**src/rtl/mips_pkg.sv**
```systemverilog
// Shared definitions for the MIPS fetch path: fetch FSM states and fixed constants.
package mips_pkg;
  typedef enum logic [1:0] {FETCH, DISCARD, DRAIN} fetch_state_e;

  localparam logic [31:0] NOP_INSTR = 32'h0000_0000;
  localparam logic [31:0] PC_STEP   = 32'd4;
endpackage

```
**src/rtl/fetch_skid_buffer.sv**
```systemverilog
// One-entry holding register for an instruction word that returns while ID is stalled.
module fetch_skid_buffer
  import mips_pkg::*;
(
  input  logic        clk,
  input  logic        reset,
  input  logic        load,
  input  logic        unload,
  input  logic        clear,
  input  logic [31:0] instr_in,
  input  logic [31:0] pc_plus4_in,
  output logic [31:0] instr,
  output logic [31:0] pc_plus4,
  output logic        valid
);
  logic [31:0] instr_q, instr_d;
  logic [31:0] pc_plus4_q, pc_plus4_d;
  logic        valid_q, valid_d;

  always_comb begin
    instr_d    = instr_q;
    pc_plus4_d = pc_plus4_q;
    valid_d    = valid_q;
    if (clear || unload) begin
      valid_d = 1'b0;
    end else if (load) begin
      instr_d    = instr_in;
      pc_plus4_d = pc_plus4_in;
      valid_d    = 1'b1;
    end
  end

  always_ff @(posedge clk) begin
    if (reset) begin
      instr_q    <= NOP_INSTR;
      pc_plus4_q <= 32'h0;
      valid_q    <= 1'b0;
    end else begin
      instr_q    <= instr_d;
      pc_plus4_q <= pc_plus4_d;
      valid_q    <= valid_d;
    end
  end

  assign instr    = instr_q;
  assign pc_plus4 = pc_plus4_q;
  assign valid    = valid_q;
endmodule

```
**src/rtl/fetch_stage.sv**
```systemverilog
// MIPS instruction-fetch stage: PC, single-outstanding imem handshake, IF/ID register.
// Define DELAY_SLOT_EN for delay-slot redirects; default build squashes on redirect.
module fetch_stage
  import mips_pkg::*;
#(
  parameter logic [31:0] RESET_PC = 32'h0000_0000
) (
  input  logic        clk,
  input  logic        reset,
  input  logic        stall,
  input  logic        branch,
  input  logic [31:0] branch_target,
  input  logic        jump,
  input  logic [31:0] jump_target,
  output logic        imem_req,
  output logic [31:0] imem_addr,
  input  logic        imem_ready,
  input  logic [31:0] imem_rdata,
  output logic [31:0] if_id_instr,
  output logic [31:0] if_id_pc_plus4,
  output logic        if_id_valid
);
  fetch_state_e state_q, state_d;
  logic [31:0] pc_q, pc_d;
  logic [31:0] redirect_pc_q, redirect_pc_d;
  logic [31:0] if_id_instr_q, if_id_instr_d;
  logic [31:0] if_id_pc_plus4_q, if_id_pc_plus4_d;
  logic        if_id_valid_q, if_id_valid_d;

  logic        skid_load, skid_unload, skid_clear, skid_valid;
  logic [31:0] skid_instr, skid_pc_plus4;
  logic        redirect;
  logic [31:0] target, pc_plus4;

  fetch_skid_buffer u_skid (
    .clk        (clk),
    .reset      (reset),
    .load       (skid_load),
    .unload     (skid_unload),
    .clear      (skid_clear),
    .instr_in   (imem_rdata),
    .pc_plus4_in(pc_plus4),
    .instr      (skid_instr),
    .pc_plus4   (skid_pc_plus4),
    .valid      (skid_valid)
  );

  // A full skid means the word for pc was already returned, so no request is outstanding.
  assign imem_req  = ~reset & ~skid_valid;
  assign imem_addr = pc_q;
  assign pc_plus4  = pc_q + PC_STEP;
  assign target    = jump ? jump_target : branch_target;
  assign redirect  = (branch | jump) & if_id_valid_q & ~stall & (state_q == FETCH);

`ifdef DELAY_SLOT_EN
  logic deliver;
  assign deliver = ~stall & (skid_valid | imem_ready);
`endif

  always_comb begin
    state_d          = state_q;
    pc_d             = pc_q;
    redirect_pc_d    = redirect_pc_q;
    if_id_instr_d    = if_id_instr_q;
    if_id_pc_plus4_d = if_id_pc_plus4_q;
    if_id_valid_d    = if_id_valid_q;
    skid_load        = 1'b0;
    skid_unload      = 1'b0;
    skid_clear       = 1'b0;

    if (state_q == DISCARD) begin
      if_id_valid_d = 1'b0;
      if (imem_ready) begin
        pc_d    = redirect_pc_q;
        state_d = FETCH;
      end
    end else begin
      if (stall) begin
        if (imem_ready) begin
          skid_load = 1'b1;
          pc_d      = pc_plus4;
        end
      end else if (skid_valid) begin
        if_id_instr_d    = skid_instr;
        if_id_pc_plus4_d = skid_pc_plus4;
        if_id_valid_d    = 1'b1;
        skid_unload      = 1'b1;
      end else if (imem_ready) begin
        if_id_instr_d    = imem_rdata;
        if_id_pc_plus4_d = pc_plus4;
        if_id_valid_d    = 1'b1;
        pc_d             = pc_plus4;
      end else begin
        if_id_valid_d = 1'b0;
      end

`ifdef DELAY_SLOT_EN
      // The next delivered word is the delay slot; redirect once it lands in IF/ID.
      if (redirect) begin
        if (deliver) begin
          pc_d = target;
        end else begin
          redirect_pc_d = target;
          state_d       = DRAIN;
        end
      end else if (state_q == DRAIN && deliver) begin
        pc_d    = redirect_pc_q;
        state_d = FETCH;
      end
`else
      if (redirect) begin
        if_id_valid_d = 1'b0;
        skid_unload   = 1'b0;
        skid_clear    = 1'b1;
        if (imem_ready || !imem_req) begin
          pc_d = target;
        end else begin
          redirect_pc_d = target;
          state_d       = DISCARD;
        end
      end
`endif
    end
  end

  always_ff @(posedge clk) begin
    if (reset) begin
      state_q          <= FETCH;
      pc_q             <= RESET_PC;
      redirect_pc_q    <= RESET_PC;
      if_id_instr_q    <= NOP_INSTR;
      if_id_pc_plus4_q <= 32'h0;
      if_id_valid_q    <= 1'b0;
    end else begin
      state_q          <= state_d;
      pc_q             <= pc_d;
      redirect_pc_q    <= redirect_pc_d;
      if_id_instr_q    <= if_id_instr_d;
      if_id_pc_plus4_q <= if_id_pc_plus4_d;
      if_id_valid_q    <= if_id_valid_d;
    end
  end

  assign if_id_instr    = if_id_instr_q;
  assign if_id_pc_plus4 = if_id_pc_plus4_q;
  assign if_id_valid    = if_id_valid_q;
endmodule

```
**config.mk**
```make
export PLATFORM = sky130hd
export DESIGN_NAME = fetch_stage
export DESIGN_NICKNAME = d
export VERILOG_FILES = /design/src/rtl/mips_pkg.sv /design/src/rtl/fetch_skid_buffer.sv /design/src/rtl/fetch_stage.sv
export SDC_FILE = /design/constraint.sdc
export NUM_CORES = 1
export LEC_CHECK = 0
export ABC_CLOCK_PERIOD_IN_PS = 1850
export CAP_MARGIN = 15
export CORE_MARGIN = 1.5
export CORE_UTILIZATION = 46
export DETAILED_ROUTE_END_ITERATION = 16
export PLACE_DENSITY = 0.81
export RECOVER_POWER = 100
export SLEW_MARGIN = 10
export SYNTH_ARGS = -nofsm -noshare
export SYNTH_HDL_FRONTEND = slang
export SYNTH_SLANG_ARGS = --single-unit
export TNS_END_PERCENT = 50
```
**constraint.sdc**
```tcl
create_clock -name clk -period 1.85 [get_ports clk]
set_input_delay 0.185 -clock clk [delete_from_list [all_inputs] [get_ports clk]]
set_output_delay 0.185 -clock clk [all_outputs]
set_load 0.02 [all_outputs]
```
==> results.toml, run 1 <==
[timing]
tns_ps = -800
rsz0062_at_grt = "true"
layout_setup_ws_ps = -114
fin_crit_ps = 1960
holdWs_ps = 237
hold_violations = 0
finalClockSkew_ps = 10.8
slew_violations = 0
slew-limit-headroom = 0.429
setup_viol = 13
fmax_mhz = 509
tightest_slew_ps = 857
fin_crit_sh = 1.06

[synthesis]
netlist_top_cells_count = "195 x dfxtp_1, 126 x nand2_1, 101 x nor2_1"
synth-edff-count = 0
syn-instance-count = 1101
synth.most_common_cell = "dfxtp_1"
yosysTopAreaCell = "dfxtp_1"
syn_avg_cell_area_um2 = 8.49
ys_seq_area_frac = 0.418
yosys.cell_types.count = 61
netlist_top_cells_area = "dfxtp_1 42%, mux2i_1 9.2%, a211oi_1 5.5%"
synth_nets = 1204
yosys.area.top_type_share = 0.418
synth-main-ff-cell = "dfxtp_1"
ys_ff_latch = 195
async_flop_share = 0
ys_warn_count = 0
syn-cell-area_um2 = 9340

[setup_path]
cp-start-kind = "flip-flop"
endpoint_kind = "flip-flop"
crit_fanout = 7
arrival_ps = 2250
crit_type = "flip-flop to flip-flop"
cp.required_ps = 2140

[clock_tree]
clock_latency_ps = 440
clock_path_buffers = 2
cts_root_buf = "clkbuf_16"
ctsHtreeMaxLevel = 4
clkTransAtPathRegs_ps = 80
clkSinkCount = 195
hold_buffers = 0
cts_made_buffers = 17
tritoncts = "done"

[power]
irDropWorstVdd_mv = 0.607
p_leak_uw = 0.00490
total_power_uw = 9900
powerDensity_nw_per_um2 = 770

[die]
die_area_um2 = 21200
die_y_um = 146
fp.dieW_um = 146
placementRows = 51
start_util = 0.474
pin_count = 200
core_um2 = 19700

[hold_path]
hp-class = "input pin to flip-flop"

[finish]
fin_nets = 1418
antenna_cells = 0
area.growth.synth_to_final_pct = 37.6
drive_gt1_frac = 0.155
final_cell_area_um2 = 12900
post-route-util = 0.652
fillerInstances = 1610

[grt]
grt_pass1_wl_mm = 43.3
antenna_found_initial = 0
grt_usage = 0.249
grt_pass1_vias = 8287
grt_max_degree = 177
grt_remaining_overflow = 0

[route]
ant_nets = 0
wl_per_cell_um = 16.7
drtPass1Iterations = 5
route.detailed.drc = 0
dr_total_vias = 8917
drtIter0Drc = 795
drt_wl_total_mm = 26.6
via_per_inst = 5.60

[place]
numPortBuffers = 199
gp_congestion = 0.923
placed_cell_area_um2 = 12100
dp_hpwl_mm = 18.5

[outcome]
failed_checks = "negative setup slack"
status = "finished, violations left"

[job]
drv_cap = 0
through the flow:
stage                     instances  setup slack [ps]
after floorplan                1101             -58.4
final                          1593              -114
after detailed placement       1555              -284
after CTS                      1590             -67.3
after global routing           1593              -160
after global placement         1555              -232
worst max-delay path, cell delays in order, from the launching register on:
cell and delay, ps:
dfxtp_4 370, ha_4 140, and4_4 230, or4b_4 580, nor3_4 250, xnor2_2 150
a211oi_2 90
sequential cells by signal (all words and copies together) (netlist names):
register / cells
if_id_valid: 1
redirect_pc_q: 32
state_q: 1
u_skid.valid: 1
u_skid.pc_plus4: 32
imem_addr: 32
u_skid.instr: 32
if_id_pc_plus4: 32
if_id_instr: 32
routing by layer:
layer | global-route usage | share of wire | wire length [um]
met5 | 0 | 0 | 0
met1 | 0.350 | 0.46 | 12300
met2 | 0.394 | 0.46 | 12300
met3 | 0.0414 | 0.062 | 1650
met4 | 0.0668 | 0.014 | 374
layout make-up:
class	count	area, um^2	area share
inverters	9	33.8	0.00263
multi-input cells	792	5150	0.400
flip-flops and latches	195	3940	0.306
repair buffers	300	2780	0.216
clock buffers	17	425	0.0331
clock inverters	15	203	0.0158
well taps	265	332	0.0258
final timing paths:
kind	startpoint	to	slack, ps	cells past startpoint
max	imem_addr[3]$_SDFFE_PP0P_	u_skid.pc_plus4[24]$_SDFFE_PP0P_	-110	6
max reg2reg	imem_addr[3]$_SDFFE_PP0P_	u_skid.pc_plus4[24]$_SDFFE_PP0P_	-110	6
min	reset	if_id_valid$_SDFFE_PP0N_	240	3
min reg2reg	if_id_pc_plus4[10]$_SDFFE_PP0P_	if_id_pc_plus4[10]$_SDFFE_PP0P_	450	2
cells by family (layout without fill, tap and decap cells):
family	after synthesis	in the layout	share of synthesized area
simple gates	376	376	0.198
compound gates	274	274	0.187
flops	195	195	0.418
buf+inv	114	341	0.0487
mux	99	99	0.108
xor+xnor	42	42	0.0394
fa+ha+maj	1	1	0.00134
report_power, final:
| group | total, uW | leakage (uW) | switching (uW) | internal (uW) |
|---|---|---|---|---|
| Combinational | 1520 | 0.00299 | 790 | 729 |
| Sequential | 4500 | 0.00160 | 117 | 4380 |
| Clock | 3880 | 0.000307 | 1890 | 1990 |
cell usage in the layout, fill, tap and decap left out, drive strengths merged, types with 28 or more instances in the layout:
cell type / netlist / routed
a211oi: 70 / 70
a21oi: 71 / 71
buf: 25 / 96
clkbuf: 80 / 28
clkdlybuf4s50: 0 / 117
dfxtp: 195 / 195
dlygate4sd3: 0 / 73
mux2i: 86 / 86
nand2: 126 / 126
nand3b: 30 / 30
nor2: 101 / 101
o21ai: 59 / 59
o22ai: 28 / 28
xnor2: 31 / 31
timing repair:
action | 4_1_cts | 5_1_grt
endpoints found under the hold margin | 0 | 0
gates cloned | 0 | 0
setup endpoints to repair | 20 | 68
pin swaps | 5 | 12
gates resized for setup | 9 | 30
setup buffers | 3 | 3
(Power assumes the default switching activity.)
==> run 2, diff against run 1 <==
--- a/config.mk
+++ b/config.mk
@@ -5,12 +5,12 @@
 export SDC_FILE = /design/constraint.sdc
 export NUM_CORES = 1
 export LEC_CHECK = 0
-export ABC_CLOCK_PERIOD_IN_PS = 1850
+export ABC_CLOCK_PERIOD_IN_PS = 2000
 export CAP_MARGIN = 15
 export CORE_MARGIN = 1.5
-export CORE_UTILIZATION = 46
+export CORE_UTILIZATION = 51
 export DETAILED_ROUTE_END_ITERATION = 16
-export PLACE_DENSITY = 0.81
+export PLACE_DENSITY = 0.85
 export RECOVER_POWER = 100
 export SLEW_MARGIN = 10
 export SYNTH_ARGS = -nofsm -noshare
==> constraint.sdc (replaced) <==
create_clock -name clk -period 2 [get_ports clk]
set_input_delay 0.2 -clock clk [delete_from_list [all_inputs] [get_ports clk]]
set_output_delay 0.2 -clock clk [all_outputs]
set_load 0.02 [all_outputs]
==> run 2 against run 1 <==
  * The run now ends clean
  * Worst hold slack better by 5.3 ps
  * Utilization is 4.8 points higher
  * Critical endpoint is now u_skid.pc_plus4[30]$_SDFFE_PP0P_
  * Register-to-register slack better by 180 ps
  * Design area is 2.2% lower
  * Via count is 1.6% higher
  * Non-clock buffer count is 18 lower
  * Flip-flop and latch count stayed put
  * Combinational power is 7% lower
  * Clock skew is 1.9 ps lower
  * Die area is 9.6% lower
  * First-iteration DRC count is 1.5% lower
  * Power is 10% lower
==> results.toml, run 2 (synthesis gave the netlist of run 1 again) <==
[outcome]
status = "completed"

[finish]
layout_common_cells = "186 x dfxtp_1, 161 x clkdlybuf4s50_1, 126 x nand2_1"
post-route-util = 0.700
final_cell_area_um2 = 12600
fin_nets = 1400
mostFrequentLayoutCell = "dfxtp_1"
drive_gt1_frac = 0.125
antenna_cells = 0
area.growth.synth_to_final_pct = 34.6

[die]
fp.dieW_um = 138
core_um2 = 18000
placementRows = 49
die_y_um = 138
start_util = 0.520
pin_count = 200
die_area_um2 = 19100

[setup_path]
cp-start-kind = "flip-flop"
endpoint_kind = "flip-flop"
crit_type = "flip-flop to flip-flop"
cp.required_ps = 2280
arrival_ps = 2210
crit_fanout = 7
r2r_cells = 6

[grt]
grt_pass1_wl_mm = 43.3
antenna_found_initial = 0
grt_remaining_overflow = 0
grt_usage = 0.274
grt_pass1_vias = 8537
grt_use_met2 = 0.437
grt.busiest_layer = "met2"
grtUsageMet3 = 0.0495
use_met1 = 0.370
grt_max_degree = 114

[hold_path]
hp-class = "input pin to flip-flop"
min_path_cells = 3

[route]
wl_per_cell_um = 17.4
via_per_inst = 5.89
drtPass1Iterations = 6
dr_total_vias = 9059
route.detailed.drc = 0
drt_wl_total_mm = 26.8
ant_nets = 0
drtIter0Drc = 783

[timing]
slew_violations = 0
fmax_mhz = 518
fin_crit_sh = 0.966
fin_crit_ps = 1930
holdWs_ps = 242
setup_viol = 0
hold_violations = 0
slew-limit-headroom = 0.237
finalClockSkew_ps = 8.92
tightest_slew_ps = 1140

[job]
drv_cap = 0

[place]
numPortBuffers = 199
dp_hpwl_mm = 18.3
gp_congestion = 0.953
placed_cell_area_um2 = 12000

[power]
total_power_uw = 8890
powerDensity_nw_per_um2 = 707
irDropWorstVdd_mv = 0.678
p_leak_uw = 0.00463

[clock_tree]
clkTransAtPathRegs_ps = 70
clkSinkCount = 195
cts_made_buffers = 17
clock_latency_ps = 440
ctsHtreeMaxLevel = 4
hold_buffers = 0
post_cts_buffers = 0
tritoncts = "done"
clock_path_buffers = 2
cts_root_buf = "clkbuf_16"
## run 2: cell count changes in the layout (fill, tap and decap cells not counted), sizes merged
cell	previous run	this run
dlygate4sd3	73	34
inv	19	14
clkinv	4	9
clkbuf	28	21
bufinv	1	0
clkinvlp	0	1
clkdlybuf4s50	117	161
dlygate4sd2	3	1
buf	96	82
## run 2: layer usage
metal	wire length (um)	part of all wire
met1	11600	0.43
met2	12300	0.46
met3	2120	0.079
met4	793	0.030
met5	0	0
## run 2: timing repair
| action | CTS | global route |
|---|---|---|
| hold endpoints to repair | 0 | 0 |
| endpoints found under the setup margin | 3 | 23 |
| gates resized for setup | 4 | 15 |
| pin swaps | 2 | 2 |
## run 2: per-stage QoR
| stage | cells | TNS (ps) | setup WS [ps] |
|---|---|---|---|
| after CTS | 1540 | 0 | 7.73 |
| final | 1539 | 0 | 69.0 |
| after global placement | 1508 | -36.2 | -16.9 |
| after detailed placement | 1508 | -322 | -94.6 |
| after floorplan | 1101 | 0 | 2.69 |
| after global routing | 1539 | -13.3 | -7.95 |
## run 2: power by group
part | leakage (uW) | switching [uW] | internal, uW | total (uW)
sequential | 0.00160 | 104 | 4050 | 4160
combinational | 0.00276 | 736 | 675 | 1410
clock | 0.000279 | 1670 | 1650 | 3330
total | 0.00463 | 2510 | 6380 | 8890
## run 2: worst paths after layout
| kind | end | slack [ps] | start |
|---|---|---|---|
| hold reg to reg | if_id_pc_plus4[6]$_SDFFE_PP0P_ | 450 | if_id_pc_plus4[6]$_SDFFE_PP0P_ |
| setup / recovery | u_skid.pc_plus4[30]$_SDFFE_PP0P_ | 70 | imem_addr[3]$_SDFFE_PP0P_ |
| setup reg to reg | u_skid.pc_plus4[30]$_SDFFE_PP0P_ | 70 | imem_addr[3]$_SDFFE_PP0P_ |
| hold / removal | if_id_valid$_SDFFE_PP0N_ | 240 | reset |
## run 2: critical path, stage by stage, from the launching register on
cell and delay [ps]:
dfxtp_4 350, ha_2 170, and4_1 200, or4b_4 570, nor3_4 230, xnor2_2 150
a211oi_2 90
## run 2: layout make-up
class | count | area [um^2]
timing repair buffer | 282 | 2690
clock inverter | 15 | 149
multi-input combinational | 792 | 5070
fill | 1382 | 5380
tap | 229 | 287
inverter | 9 | 33.8
sequential | 195 | 3930
clock buffer | 17 | 425
